<file path="src/rtl/nmos_beam_pkg.sv">
// Beam counter timing constants (PAL long frame) and counter widths shared by
// the counter top and its window decoders.
package nmos_beam_pkg;

  localparam int HW = 9;
  localparam int VW = 11;

  localparam int H_TOTAL  = 227;
  localparam int V_TOTAL  = 313;

  localparam int HS_START = 18;
  localparam int HS_STOP  = 35;
  localparam int HB_START = 217;
  localparam int HB_STOP  = 40;

  localparam int VS_START = 2;
  localparam int VS_STOP  = 5;
  localparam int VB_STOP  = 25;

endpackage

</file>
<file path="src/rtl/nmos_beam_window.sv">
// Registered window decoder: active while pos is in [START, STOP), or outside
// [STOP, START) when the window wraps through zero.
module nmos_beam_window #(
  parameter int       W          = 9,
  parameter int       START      = 0,
  parameter int       STOP       = 1,
  parameter bit       WRAP       = 1'b0,
  parameter bit       RST_ACTIVE = 1'b0
) (
  input  logic         clk,
  input  logic         rst,
  input  logic [W-1:0] pos,
  output logic         active
);

  localparam logic [W-1:0] START_V  = W'(START);
  localparam logic [W-1:0] STOP_V   = W'(STOP);
  localparam logic [W-1:0] SPAN_IN  = W'(STOP - START);
  localparam logic [W-1:0] SPAN_OUT = W'(START - STOP);

  logic [W-1:0] off;
  logic         hit;

  // Offset-and-span form keeps a single unsigned compare and handles a zero start.
  always_comb begin
    off = '0;
    hit = 1'b0;
    if (WRAP) begin
      off = pos - STOP_V;
      hit = !(off < SPAN_OUT);
    end else begin
      off = pos - START_V;
      hit = (off < SPAN_IN);
    end
  end

  always_ff @(posedge clk or posedge rst) begin
    if (rst) active <= RST_ACTIVE;
    else     active <= hit;
  end

endmodule

</file>
<file path="src/rtl/nmos_beam_counter.sv">
// Horizontal/vertical beam counter with interlace LOF, CPU position writes,
// registered sync/blank windows and end-of-line/frame strobes.
module nmos_beam_counter
  import nmos_beam_pkg::*;
(
  input  logic          CLK,
  input  logic          RST,
  input  logic          C1,
  input  logic          LACE,
  input  logic [15:0]   DB,
  input  logic          WR_H,
  input  logic          WR_V,
  output logic [HW-1:0] HPOS,
  output logic [VW-1:0] VPOS,
  output logic          LOF,
  output logic          HSYNC_n,
  output logic          VSYNC_n,
  output logic          HBLANK,
  output logic          VBLANK,
  output logic          EOL,
  output logic          EOF
);

  localparam logic [HW-1:0] H_LAST       = HW'(H_TOTAL - 1);
  localparam logic [VW-1:0] V_LAST_LONG  = VW'(V_TOTAL - 1);
  localparam logic [VW-1:0] V_LAST_SHORT = VW'(V_TOTAL - 2);

  logic [HW-1:0] hpos_q, hpos_d;
  logic [VW-1:0] vpos_q, vpos_d, v_last;
  logic          lof_q, lof_d;
  logic          eol_q, eol_d;
  logic          eof_q, eof_d;
  logic          line_step;
  logic          hsync_act, hblank_act, vsync_act, vblank_act;
  logic          db_unused;

  assign db_unused = ^DB[14:VW];

  // Writes override counting per axis; a V write still lets H wrap normally.
  always_comb begin
    hpos_d    = hpos_q;
    vpos_d    = vpos_q;
    lof_d     = lof_q;
    eol_d     = 1'b0;
    eof_d     = 1'b0;
    line_step = 1'b0;
    v_last    = lof_q ? V_LAST_LONG : V_LAST_SHORT;

    if (WR_H) begin
      hpos_d = DB[HW-1:0];
    end else if (C1) begin
      if (hpos_q >= H_LAST) begin
        hpos_d    = '0;
        eol_d     = 1'b1;
        line_step = 1'b1;
      end else begin
        hpos_d = hpos_q + HW'(1);
      end
    end

    if (WR_V) begin
      vpos_d = DB[VW-1:0];
      lof_d  = DB[15];
    end else if (line_step) begin
      if (vpos_q >= v_last) begin
        vpos_d = '0;
        eof_d  = 1'b1;
        lof_d  = LACE ? ~lof_q : 1'b1;
      end else begin
        vpos_d = vpos_q + VW'(1);
      end
    end
  end

  always_ff @(posedge CLK or posedge RST) begin
    if (RST) begin
      hpos_q <= '0;
      vpos_q <= '0;
      lof_q  <= 1'b1;
      eol_q  <= 1'b0;
      eof_q  <= 1'b0;
    end else begin
      hpos_q <= hpos_d;
      vpos_q <= vpos_d;
      lof_q  <= lof_d;
      eol_q  <= eol_d;
      eof_q  <= eof_d;
    end
  end

  // Windows decode the next-state positions so they line up with HPOS/VPOS.
  nmos_beam_window #(.W(HW), .START(HS_START), .STOP(HS_STOP), .WRAP(1'b0), .RST_ACTIVE(1'b0))
    u_hsync (.clk(CLK), .rst(RST), .pos(hpos_d), .active(hsync_act));

  nmos_beam_window #(.W(HW), .START(HB_START), .STOP(HB_STOP), .WRAP(1'b1), .RST_ACTIVE(1'b1))
    u_hblank (.clk(CLK), .rst(RST), .pos(hpos_d), .active(hblank_act));

  nmos_beam_window #(.W(VW), .START(VS_START), .STOP(VS_STOP), .WRAP(1'b0), .RST_ACTIVE(1'b0))
    u_vsync (.clk(CLK), .rst(RST), .pos(vpos_d), .active(vsync_act));

  nmos_beam_window #(.W(VW), .START(0), .STOP(VB_STOP), .WRAP(1'b0), .RST_ACTIVE(1'b1))
    u_vblank (.clk(CLK), .rst(RST), .pos(vpos_d), .active(vblank_act));

  assign HPOS    = hpos_q;
  assign VPOS    = vpos_q;
  assign LOF     = lof_q;
  assign EOL     = eol_q;
  assign EOF     = eof_q;
  assign HSYNC_n = ~hsync_act;
  assign VSYNC_n = ~vsync_act;
  assign HBLANK  = hblank_act;
  assign VBLANK  = vblank_act;

endmodule

</file>
<file path="config.mk">
export PLATFORM = sky130hd
export DESIGN_NAME = nmos_beam_counter
export DESIGN_NICKNAME = d
export VERILOG_FILES = /design/src/rtl/nmos_beam_pkg.sv /design/src/rtl/nmos_beam_window.sv /design/src/rtl/nmos_beam_counter.sv
export SDC_FILE = /design/constraint.sdc
export NUM_CORES = 1
export LEC_CHECK = 0
export ABC_CLOCK_PERIOD_IN_PS = 2800
export BUFFER_PORTS_ARGS = -buffer_cell sky130_fd_sc_hd__buf_2
export CORE_MARGIN = 2
export CORE_UTILIZATION = 48
export CTS_CLUSTER_SIZE = 12
export DETAILED_ROUTE_END_ITERATION = 6
export PLACE_DENSITY_LB_ADDON = 0.05
export RECOVER_POWER = 50
export SYNTH_ARGS = -nofsm -noshare
export SYNTH_HDL_FRONTEND = slang
export SYNTH_SLANG_ARGS = --single-unit
</file>
<file path="constraint.sdc">
create_clock -name CLK -period 2.8 [get_ports CLK]
set_input_delay 0 -clock CLK [delete_from_list [all_inputs] [get_ports CLK]]
set_output_delay 0 -clock CLK [all_outputs]
set_load 0.005 [all_outputs]
</file>
==> flow_metrics.env <==
export IMPL_status="completed"
export IMPL_cap_violations=0
export IMPL_grt_antenna_before_repair=0
export IMPL_rsz0062_at_grt="no"
export IMPL_dieArea_sq_um=4420
export IMPL_wl_mm=5.05
export IMPL_crit_end="u_vsync.active"
export IMPL_syn2layout_area_growth_pct=26.3
export IMPL_relSlewSlack_pct=31.8
export IMPL_ys_seq_area_share_pct=36.2
export IMPL_rows=22
export IMPL_cts_tree="done"
export IMPL_vias=1814
export IMPL_first_pass_iters=4
export IMPL_setup_viol=0
export IMPL_cp_top_family="simple AND/OR/NAND/NOR gates"
export IMPL_worstMarginPinSlew_ps=1020
export IMPL_clock_fmax_mhz=371
export IMPL_crit_chain="inv_1 -> ha_1 -> nor2_1 -> a21o_4 -> or3_4 -> clkinv_4 -> o21ai_2 -> a41o_1 -> or4_4 -> a2111oi_4"
export IMPL_clk_path_buf_depth=2
export IMPL_cp_max_fo=5
export IMPL_fin_crit_sh_pct=96.3
export IMPL_worstSetupStartpointType="register"
export IMPL_die_h_um=66.5
export IMPL_finalSetupTns_ps=0
export IMPL_required_ps=2980
export IMPL_cpPeakStageDelay_ps=560
export IMPL_grt_usage_pct=24.0
export IMPL_drc=0
export IMPL_ff2ff_path_depth=10
export IMPL_total_power_mw=1.06
export IMPL_die_x_um=66.5
export IMPL_drt_vias_per_instance=5.74
export IMPL_ys_top_cells_by_area="dfrtp_1 32%, ha_1 6.0%, nand2_1 4.4%"
export IMPL_stdcell_area_sq_um=2370
export IMPL_finalMaxSlewViolations=0
export IMPL_grt_pass1_wl_mm=8.10
export IMPL_hold_viol_final=0
export IMPL_cp_end_kind="register"
export IMPL_io_pins=49
export IMPL_synth_edf_count=0
export IMPL_worstPathArrival_ps=2880
export IMPL_power_leakage_nw=1.09
export IMPL_fin_util_pct=63.7
export IMPL_yosys_top_cells_count="24 x dfrtp_1, 22 x nand2_1, 13 x inv_1, 13 x nor2_1, 12 x o21ai_0"
export IMPL_synth_seq_cells=27
export IMPL_synth_most_common_cell="dfrtp_1"
export IMPL_worstReg2RegStart="HPOS[0]"
export IMPL_grt_pass1_vias=1698
export IMPL_overflow=0
export IMPL_portBuffers=44
export IMPL_ys_types=57
export IMPL_clk_latency_ps=280
export IMPL_cts_clk_slew_worst_paths_ps=100
export IMPL_min_period_ps=2700
export IMPL_cellPowerDensity_nw_per_um2=447
export IMPL_wl_per_cell_um=16.0
export IMPL_criticalPathCategory="register to register"
export IMPL_ys_dominant_reg_cell="dfrtp_1"
export IMPL_cts_sinks=27
export IMPL_startpoint="HPOS[0]"
export IMPL_grt_start_max_net_pins=28
export IMPL_drive_above_1_share_pct=29.1
export IMPL_hp_class="input port to register"
export IMPL_timing_rr_end="u_vsync.active"
export IMPL_htreeDepth=1
export IMPL_yosysTopAreaCell="dfrtp_1"
export IMPL_synthArstFlopShare_pct=100
export IMPL_placed_area_sq_um=2240
export IMPL_drtIter0Drc=131
export IMPL_hold_depth=4
export IMPL_antenna_cells=0
export IMPL_syn_area_sq_um=1880
export IMPL_place_hpwl_mm=3.90
export IMPL_worst_path_buf_inv=2
export IMPL_gp_congestion=0.896
export IMPL_peakVddDrop_mv=0.210
export IMPL_rrSetupSlack_ps=100
export IMPL_worst_path_max_delay_cell="or4_4"
export IMPL_worstSetupPathDepth=10
export IMPL_ant_nets=0
export IMPL_synth_cells=201
export IMPL_postSynthAreaPerCell_sq_um=9.33
export IMPL_yosys_warnings=0
export IMPL_syn_nets=232
export IMPL_skew_ps=4.80
export IMPL_core_sq_um=3720
export IMPL_final_nets=300
export IMPL_nFillCells=351
export IMPL_synth_top_area_share_pct=32.0
export IMPL_start_util_pct=50.5
export IMPL_cts_root_buf="clkbuf_8"
export IMPL_cts_buffers=3
[cell usage in the layout (no fill, tap or decap), types with 3 or more instances in the layout]
cell type / netlist / final
nand3_1: 4 / 4
xor2_1: 5 / 5
nand3b_1: 3 / 3
clkbuf_8: 2 / 3
o21ai_0: 12 / 11
nand2_1: 22 / 22
and2_1: 3 / 3
o31ai_1: 5 / 5
dfrtp_1: 24 / 24
dlygate4sd3_1: 0 / 6
nor3_1: 4 / 4
nand4_1: 6 / 6
clkbuf_1: 3 / 13
dfstp_2: 3 / 3
and3_1: 3 / 3
a21oi_1: 10 / 9
buf_2: 1 / 36
xnor2_1: 6 / 5
a22o_1: 5 / 5
ha_1: 9 / 8
buf_4: 0 / 14
mux2i_1: 4 / 4
nor2_1: 13 / 13
inv_1: 13 / 13
[worst register-to-register path, stage by stage, from the launching register on]
cell and delay, ps:
dfrtp_1 390, inv_1 80, ha_1 180, nor2_1 70, a21o_4 210, or3_4 390
clkinv_4 80, o21ai_2 50, a41o_1 240, or4_4 560, a2111oi_4 340
[cells by family after synthesis]
| group | after synthesis | synth area share, % |
|---|---|---|
| buffers and inverters | 21 | 6.00 |
| XOR/XNOR | 11 | 5.14 |
| adder cells (fa/ha/maj) | 9 | 6.00 |
| AO/OA/AOI/OAI | 55 | 21.9 |
| flip-flops | 27 | 36.2 |
| multiplexers | 5 | 2.74 |
| AND/OR/NAND/NOR | 73 | 21.9 |
[area by class of cell]
| type | count | area (sq um) | area share (%) |
|---|---|---|---|
| well taps | 48 | 60.1 | 2.54 |
| flip-flops and latches | 27 | 679 | 28.7 |
| clock inverters | 1 | 5.00 | 0.211 |
| multi-input cells | 153 | 1130 | 47.6 |
| clock buffers | 3 | 41.3 | 1.74 |
| inverters | 14 | 57.6 | 2.43 |
| repair buffers | 70 | 398 | 16.8 |
[metal layers]
layer	share of wire (%)	global-route usage, %	vias up	wire (um)
li1	-	-	872	-
met4	0.63	4.85	0	32
met1	45	34.0	865	2290
met5	0	0	-	0
met2	48	39.4	71	2400
met3	6.3	2.87	6	317
[flip-flops by register name (all words and copies together), names as in the netlist]
name             count
EOF                  1
EOL                  1
HPOS                 9
LOF                  1
VPOS                11
u_hblank.active      1
u_hsync.active       1
u_vblank.active      1
u_vsync.active       1
[timing repair]
item                                   CTS  global route
endpoints found under the hold margin   29             0
buffers inserted                         2             0
setup endpoints to repair                1             2
hold buffers                             6             0
cloned                                   0             0
gates resized for setup                  3             5
pin swaps                                3             2
[through the flow]
| stage | setup slack [ps] | std cells | hold slack (ps) |
|---|---|---|---|
| global route | 1.37 | 316 | 44.0 |
| floorplan | 8.90 | 201 | 50.5 |
| finish | 104 | 316 | 4.04 |
| global placement | 26.2 | 304 | 205 |
| CTS | 10.7 | 316 | 9.96 |
| detailed placement | -38.2 | 304 | 204 |
[where the power goes]
group	leakage (nW)	switching (mW)	internal [mW]
clock	0.0255	0.133	0.0999
sequential	0.329	0.0402	0.430
combinational	0.736	0.196	0.161
total	1.09	0.369	0.691
[worst min path at each step]
stage / start / end
2_1_floorplan: RST / EOF
3_3_place_gp: DB[15] / LOF
3_5_place_dp: DB[15] / LOF
4_1_cts: LACE / LOF
5_1_grt: DB[0] / VPOS[0]
6_report: LACE / LOF
Note: power is estimated with default switching activity, not from simulation.
